[config.mk]
export PLATFORM = sky130hd
export DESIGN_NAME = wb_port_arbiter
export DESIGN_NICKNAME = d
export VERILOG_FILES = /design/src/rtl/wb_port_arbiter_pkg.sv /design/src/rtl/wb_req_fifo.sv /design/src/rtl/wb_port_arbiter.sv
export SDC_FILE = /design/constraint.sdc
export NUM_CORES = 1
export LEC_CHECK = 0
export CORE_ASPECT_RATIO = 1.2
export CORE_UTILIZATION = 53
export DETAILED_ROUTE_END_ITERATION = 6
export GPL_ROUTABILITY_DRIVEN = 1
export PLACE_DENSITY = 0.8
export SLEW_MARGIN = 20
export SYNTH_ARGS = -nofsm -noshare
export SYNTH_HDL_FRONTEND = slang
export SYNTH_SLANG_ARGS = --single-unit
[constraint.sdc]
create_clock -name I_CLOCK -period 6 [get_ports I_CLOCK]
set_input_delay 0.9 -clock I_CLOCK [delete_from_list [all_inputs] [get_ports I_CLOCK]]
set_output_delay 0.9 -clock I_CLOCK [all_outputs]
set_load 0.005 [all_outputs]
[src/rtl/wb_port_arbiter_pkg.sv]
// Shared definitions for the writeback port arbiter: port encoding and default widths.
package wb_port_arbiter_pkg;

    // Which register-file write port a request targets
    typedef enum logic {
        PORT_S = 1'b0,
        PORT_V = 1'b1
    } portSel_e;

    localparam int DEF_REG_WIDTH  = 16;
    localparam int DEF_VREG_WIDTH = 64;
    localparam int DEF_IDX_WIDTH  = 6;

    // Width of one queued request: {isVec, regIdx, data, vData}
    function automatic int reqWidth(input int idxW, input int regW, input int vregW);
        return 1 + idxW + regW + vregW;
    endfunction

endpackage

[src/rtl/wb_req_fifo.sv]
// Request buffer for the long-latency return path; wrap-bit pointers, no bypass.
module wb_req_fifo
    import wb_port_arbiter_pkg::*;
#(
    parameter int WIDTH = 8,
    parameter int DEPTH = 4,
    localparam int AW   = $clog2(DEPTH)
) (
    input  logic             gclk,
    input  logic             grst_n,
    input  logic             push,
    input  logic [WIDTH-1:0] pushData,
    input  logic             pop,
    output logic [WIDTH-1:0] headData,
    output logic             headValid,
    output logic             full,
    output logic [AW:0]      count
);

    logic [WIDTH-1:0] mem [DEPTH];
    logic [AW:0]      wrPtr;
    logic [AW:0]      rdPtr;
    logic             doPush;
    logic             doPop;

    assign count     = wrPtr - rdPtr;
    assign full      = (count == (AW+1)'(DEPTH));
    assign headValid = (count != '0);
    assign doPush    = push && !full;
    assign doPop     = pop && headValid;
    assign headData  = mem[rdPtr[AW-1:0]];

    // Pointer update; the wrap bit disambiguates full from empty
    always_ff @(posedge gclk or negedge grst_n) begin
        if (!grst_n) begin
            wrPtr <= '0;
            rdPtr <= '0;
        end else begin
            if (doPush) wrPtr <= wrPtr + 1'b1;
            if (doPop)  rdPtr <= rdPtr + 1'b1;
        end
    end

    // Storage needs no reset; only entries between the pointers are ever read
    always_ff @(posedge gclk) begin
        if (doPush) mem[wrPtr[AW-1:0]] <= pushData;
    end

endmodule

[src/rtl/wb_port_arbiter.sv]
// Shares the scalar and vector write ports between the in-order pipe and the queued return path.
module wb_port_arbiter
    import wb_port_arbiter_pkg::*;
#(
    parameter int REG_WIDTH    = DEF_REG_WIDTH,
    parameter int VREG_WIDTH   = DEF_VREG_WIDTH,
    parameter int IDX_WIDTH    = DEF_IDX_WIDTH,
    parameter int FIFO_DEPTH   = 4,
    parameter int STARVE_LIMIT = 3,
    localparam int CW          = $clog2(FIFO_DEPTH) + 1
) (
    input  logic                  I_CLOCK,
    input  logic                  I_RESET_N,
    input  logic                  I_LOCK,
    input  logic                  I_PipeValid,
    input  logic                  I_PipeIsVec,
    input  logic [IDX_WIDTH-1:0]  I_PipeRegIdx,
    input  logic [REG_WIDTH-1:0]  I_PipeData,
    input  logic [VREG_WIDTH-1:0] I_PipeVData,
    output logic                  O_PipeStall,
    input  logic                  I_QValid,
    input  logic                  I_QIsVec,
    input  logic [IDX_WIDTH-1:0]  I_QRegIdx,
    input  logic [REG_WIDTH-1:0]  I_QData,
    input  logic [VREG_WIDTH-1:0] I_QVData,
    output logic                  O_QReady,
    output logic [CW-1:0]         O_QCount,
    output logic                  O_WriteBackEnable,
    output logic [IDX_WIDTH-1:0]  O_WriteBackRegIdx,
    output logic [REG_WIDTH-1:0]  O_WriteBackData,
    output logic                  O_VWriteBackEnable,
    output logic [IDX_WIDTH-1:0]  O_VWriteBackRegIdx,
    output logic [VREG_WIDTH-1:0] O_VWriteBackData
);

    localparam int EW = reqWidth(IDX_WIDTH, REG_WIDTH, VREG_WIDTH);
    localparam int SW = (STARVE_LIMIT < 1) ? 1 : $clog2(STARVE_LIMIT + 1);
    localparam logic [SW-1:0] LIMIT = SW'(STARVE_LIMIT);

    logic [EW-1:0]         headEntry;
    logic                  headValid;
    logic                  fifoFull;
    portSel_e              headSel;
    portSel_e              pipeSel;
    logic [IDX_WIDTH-1:0]  headIdx;
    logic [REG_WIDTH-1:0]  headData;
    logic [VREG_WIDTH-1:0] headVData;
    logic                  conflict;
    logic                  headWins;
    logic                  pipeGrant;
    logic                  qGrant;
    logic [SW-1:0]         starveCnt;

    // Reset gating keeps ready low while held in reset
    assign O_QReady = I_RESET_N && !fifoFull;

    wb_req_fifo #(.WIDTH(EW), .DEPTH(FIFO_DEPTH)) uFifo (
        .gclk      (I_CLOCK),
        .grst_n    (I_RESET_N),
        .push      (I_QValid && O_QReady),
        .pushData  ({I_QIsVec, I_QRegIdx, I_QData, I_QVData}),
        .pop       (qGrant),
        .headData  (headEntry),
        .headValid (headValid),
        .full      (fifoFull),
        .count     (O_QCount)
    );

    assign headSel   = portSel_e'(headEntry[EW-1]);
    assign headIdx   = headEntry[EW-2 -: IDX_WIDTH];
    assign headData  = headEntry[VREG_WIDTH +: REG_WIDTH];
    assign headVData = headEntry[VREG_WIDTH-1:0];
    assign pipeSel   = portSel_e'(I_PipeIsVec);

    // Per-cycle grant: the queue head only beats the pipe once it has lost LIMIT conflicts
    always_comb begin
        conflict  = I_PipeValid && headValid && (pipeSel == headSel);
        headWins  = conflict && (starveCnt == LIMIT);
        pipeGrant = I_LOCK && I_PipeValid && !headWins;
        qGrant    = I_LOCK && headValid && (!conflict || headWins);
    end

    // A frozen pipe (lock low) is not stalled by us
    assign O_PipeStall = I_LOCK && I_PipeValid && !pipeGrant;

    // Starvation counter: reset on every head pop, saturating count of lost conflicts
    always_ff @(posedge I_CLOCK or negedge I_RESET_N) begin
        if (!I_RESET_N)
            starveCnt <= '0;
        else if (qGrant)
            starveCnt <= '0;
        else if (I_LOCK && conflict && !headWins && starveCnt != LIMIT)
            starveCnt <= starveCnt + 1'b1;
    end

    // Registered write ports; an idle port drives all zeros
    always_ff @(posedge I_CLOCK or negedge I_RESET_N) begin
        if (!I_RESET_N) begin
            O_WriteBackEnable  <= 1'b0;
            O_WriteBackRegIdx  <= '0;
            O_WriteBackData    <= '0;
            O_VWriteBackEnable <= 1'b0;
            O_VWriteBackRegIdx <= '0;
            O_VWriteBackData   <= '0;
        end else begin
            O_WriteBackEnable  <= 1'b0;
            O_WriteBackRegIdx  <= '0;
            O_WriteBackData    <= '0;
            O_VWriteBackEnable <= 1'b0;
            O_VWriteBackRegIdx <= '0;
            O_VWriteBackData   <= '0;
            if (pipeGrant && pipeSel == PORT_S) begin
                O_WriteBackEnable <= 1'b1;
                O_WriteBackRegIdx <= I_PipeRegIdx;
                O_WriteBackData   <= I_PipeData;
            end else if (qGrant && headSel == PORT_S) begin
                O_WriteBackEnable <= 1'b1;
                O_WriteBackRegIdx <= headIdx;
                O_WriteBackData   <= headData;
            end
            if (pipeGrant && pipeSel == PORT_V) begin
                O_VWriteBackEnable <= 1'b1;
                O_VWriteBackRegIdx <= I_PipeRegIdx;
                O_VWriteBackData   <= I_PipeVData;
            end else if (qGrant && headSel == PORT_V) begin
                O_VWriteBackEnable <= 1'b1;
                O_VWriteBackRegIdx <= headIdx;
                O_VWriteBackData   <= headVData;
            end
        end
    end

endmodule

==> impl_metrics.ini <==
[status]
status = finished, final reports clean

[routing]
dr.pass1.iters = 4
drcViolationCount = 0
antenna_left = 0
routed_wl_um = 33600
num_vias = 8126
via_per_inst = 5.60
wl_per_cell_um = 23.2
dr.first_iter.drc_count = 557

[timing]
fin_crit_sh_pct = 71.8
fmaxAchievable_mhz = 232
maxSlewViolCount = 0
worst_slew_pin_slew_ns = 1.08
fin_crit_ns = 4.31
fin_worst_skew_ns = 0.0134
finalHoldViolations = 0
worst_hold_slack_ns = 0.445
setup_tns_ns = 0
setup_viol = 0
slew_headroom_pct = 27.8
rsz0062_at_grt = false

[yosys]
synthCells = 721
synth.avg_cell_area_um2 = 22.9
syn-num-nets = 908
yosys_register_bits = 450
synth_area_um2 = 16500
yosysSeqAreaShare_pct = 78.8
synth.distinct_cells = 30
yosysWarnings = 0

[critical_path]
path_depth = 5
cp-start-kind = register
r2r_setup_slack_ns = 1.86
worstPathCellList = ha_1 -> fa_1 -> xor3_2 -> a31oi_1 -> clkdlybuf4s50_1
r2r_end = uFifo.mem[3][14]$_DFFE_PP_
critPathMaxStageDelay_ns = 0.76
crit_required_ns = 5.10
critPathMaxFanout = 42
r2r_start = uFifo.rdPtr[0]$_DFFE_PN0P_
path_buf_inv = 1
worst_path_dominant_cell_family = flip-flops
worstPathArrival_ns = 3.41
crit_slowest_cell = dfrtp_4
path_class = reg2out
ff2ff_path_depth = 6
crit_start = uFifo.rdPtr[0]$_DFFE_PN0P_
cp-end-kind = output pin
crit_end = O_QReady

[job]
cap_violations = 0

[placed_design]
place_inst = 1367
dp_hpwl_um = 20600
dpl-instance-area_um2 = 19700
portBuffers = 277
finalWeightedCongestion = 0.736

[die]
std_cell_rows = 70
core-area_um2 = 30600
die_w_um = 163
dieArea_um2 = 31800
ios = 278
start_util_pct = 54.0
die_y_um = 195

[min_path]
hold_path.class = in2async

[global_route]
antenna_found_initial = 6
grt_use_total_pct = 21.6
grt_pass1_vias = 8624
grt_first_pass_wirelength_um = 50500
grt_max_degree = 77
grt_remaining_overflow = 0

[cells_and_area]
final_common_cell = edfxtp_1
utilization_pct = 69.0
design_area_um2 = 21100
final_nets = 1206
layout_common_cells = 348 x edfxtp_1, 276 x clkdlybuf4s50_1, 100 x dfrtp_1
stdcell_count = 1452
drive_gt1_share_pct = 17.6
areaGrowthSynthToFinish_pct = 27.9

[clocking]
clk_pin_slew_worst_paths_ns = 0.06
htreeDepth = 2
cts_sinks = 450
cts_buffers = 42
hold_buffers = 0
clockBufferDepth = 3
cts_tree = built
cts_setup_buffers = 0
cts_resized = 0
root_buffer = clkbuf_16
insertion_delay_ns = 0.52

[power_and_ir_drop]
combPwrFrac_pct = 27.5
leakage_nw = 7.44
clkPwrFrac_pct = 27.1
internal_power_mw = 6.86
power_density_nw_per_um2 = 443
swShare_pct = 26.5
netSwitchingPower_mw = 2.47
ir_worst_vdd_uv = 265
p_seq_share_pct = 45.3
-- worst min-delay path by stage --
stage / start / end / cells after the start
2_1_floorplan: uFifo.rdPtr[2]$_DFFE_PN0P_ / uFifo.rdPtr[2]$_DFFE_PN0P_ / 1
3_3_place_gp: uFifo.rdPtr[2]$_DFFE_PN0P_ / uFifo.rdPtr[2]$_DFFE_PN0P_ / 1
3_5_place_dp: uFifo.rdPtr[2]$_DFFE_PN0P_ / uFifo.rdPtr[2]$_DFFE_PN0P_ / 1
4_1_cts: I_RESET_N / O_VWriteBackData[5]$_DFF_PN0_ / 1
5_1_grt: I_RESET_N / O_VWriteBackData[8]$_DFF_PN0_ / 1
6_report: I_RESET_N / O_VWriteBackData[8]$_DFF_PN0_ / 1
-- cells in the mapped netlist --
cell	n	area (um2)
a211oi_1	1	7.51
a211oi_2	2	25.0
a211oi_4	2	40.0
a21oi_1	1	5.00
a22o_1	92	806
a31oi_1	1	6.26
and3_1	4	25.0
buf_1	2	7.51
buf_2	6	30.0
buf_4	2	15.0
buf_6	14	158
clkbuf_1	14	52.6
dfrtp_1	102	2550
edfxtp_1	348	10500
fa_1	1	20.0
ha_1	7	87.6
inv_1	9	33.8
mux2_2	3	33.8
mux2i_1	2	20.0
mux4_2	87	1960
nand2_1	6	22.5
nand3_1	1	5.00
nor2_1	1	3.75
o211a_4	2	35.0
o21ai_0	2	10.0
o21ai_1	1	5.00
or2_2	2	12.5
xnor2_1	2	17.5
xor2_1	3	26.3
xor3_2	1	25.0
-- power by group through the flow --
stage                     logic [mW]  registers, mW  clock network, mW
final                           2.57           4.23               2.53
after global routing            2.76           4.29               2.70
after CTS                       2.60           4.25               2.58
after detailed placement        2.58           4.30                  0
after global placement          2.54           4.28                  0
after floorplan                 1.55           4.20                  0
-- layout make-up --
class / instances / area [um2]
Sequential cell: 450 / 13000
Fill cell: 1849 / 9470
Multi-Input combinational cell: 224 / 3230
Timing Repair Buffer: 292 / 2960
Clock buffer: 63 / 1260
Tap cell: 396 / 495
Clock inverter: 15 / 86.3
Inverter: 9 / 33.8
Antenna cell: 3 / 7.51
-- logic make-up after synthesis --
group / count (synthesis) / synth area share (%)
DFF: 450 / 78.8
AOI/OAI and AO/OA: 104 / 5.70
muxes: 92 / 12.2
buffers and inverters: 47 / 1.80
and+or+nand+nor: 14 / 0.417
adders and majority gates: 8 / 0.652
xor gates and xnor gates: 6 / 0.417
-- registers in the layout, summed over array words and instances (netlist names) --
register and cells:
uFifo.mem 348, O_VWriteBackData 64, O_WriteBackData 16, O_VWriteBackRegIdx 6, O_WriteBackRegIdx 6, uFifo.rdPtr 3
uFifo.wrPtr 3, starveCnt 2, O_VWriteBackEnable 1, O_WriteBackEnable 1
-- metrics by stage --
stage                     total power [mW]  setup WS [ns]
after CTS                             9.43           1.63
after floorplan                       5.75           1.72
after global routing                  9.74           1.47
final                                 9.33           1.69
after detailed placement              6.89           1.82
after global placement                6.82           1.91
-- layer usage --
layer	vias to the layer above	share of wire (%)	global-route usage [%]
li1	3603	-	-
met2	250	53	36.6
met5	-	0.13	0
met4	6	3.3	7.55
met1	4205	38	28.0
met3	62	5.7	4.18
Note: power is estimated with default switching activity, not from simulation.
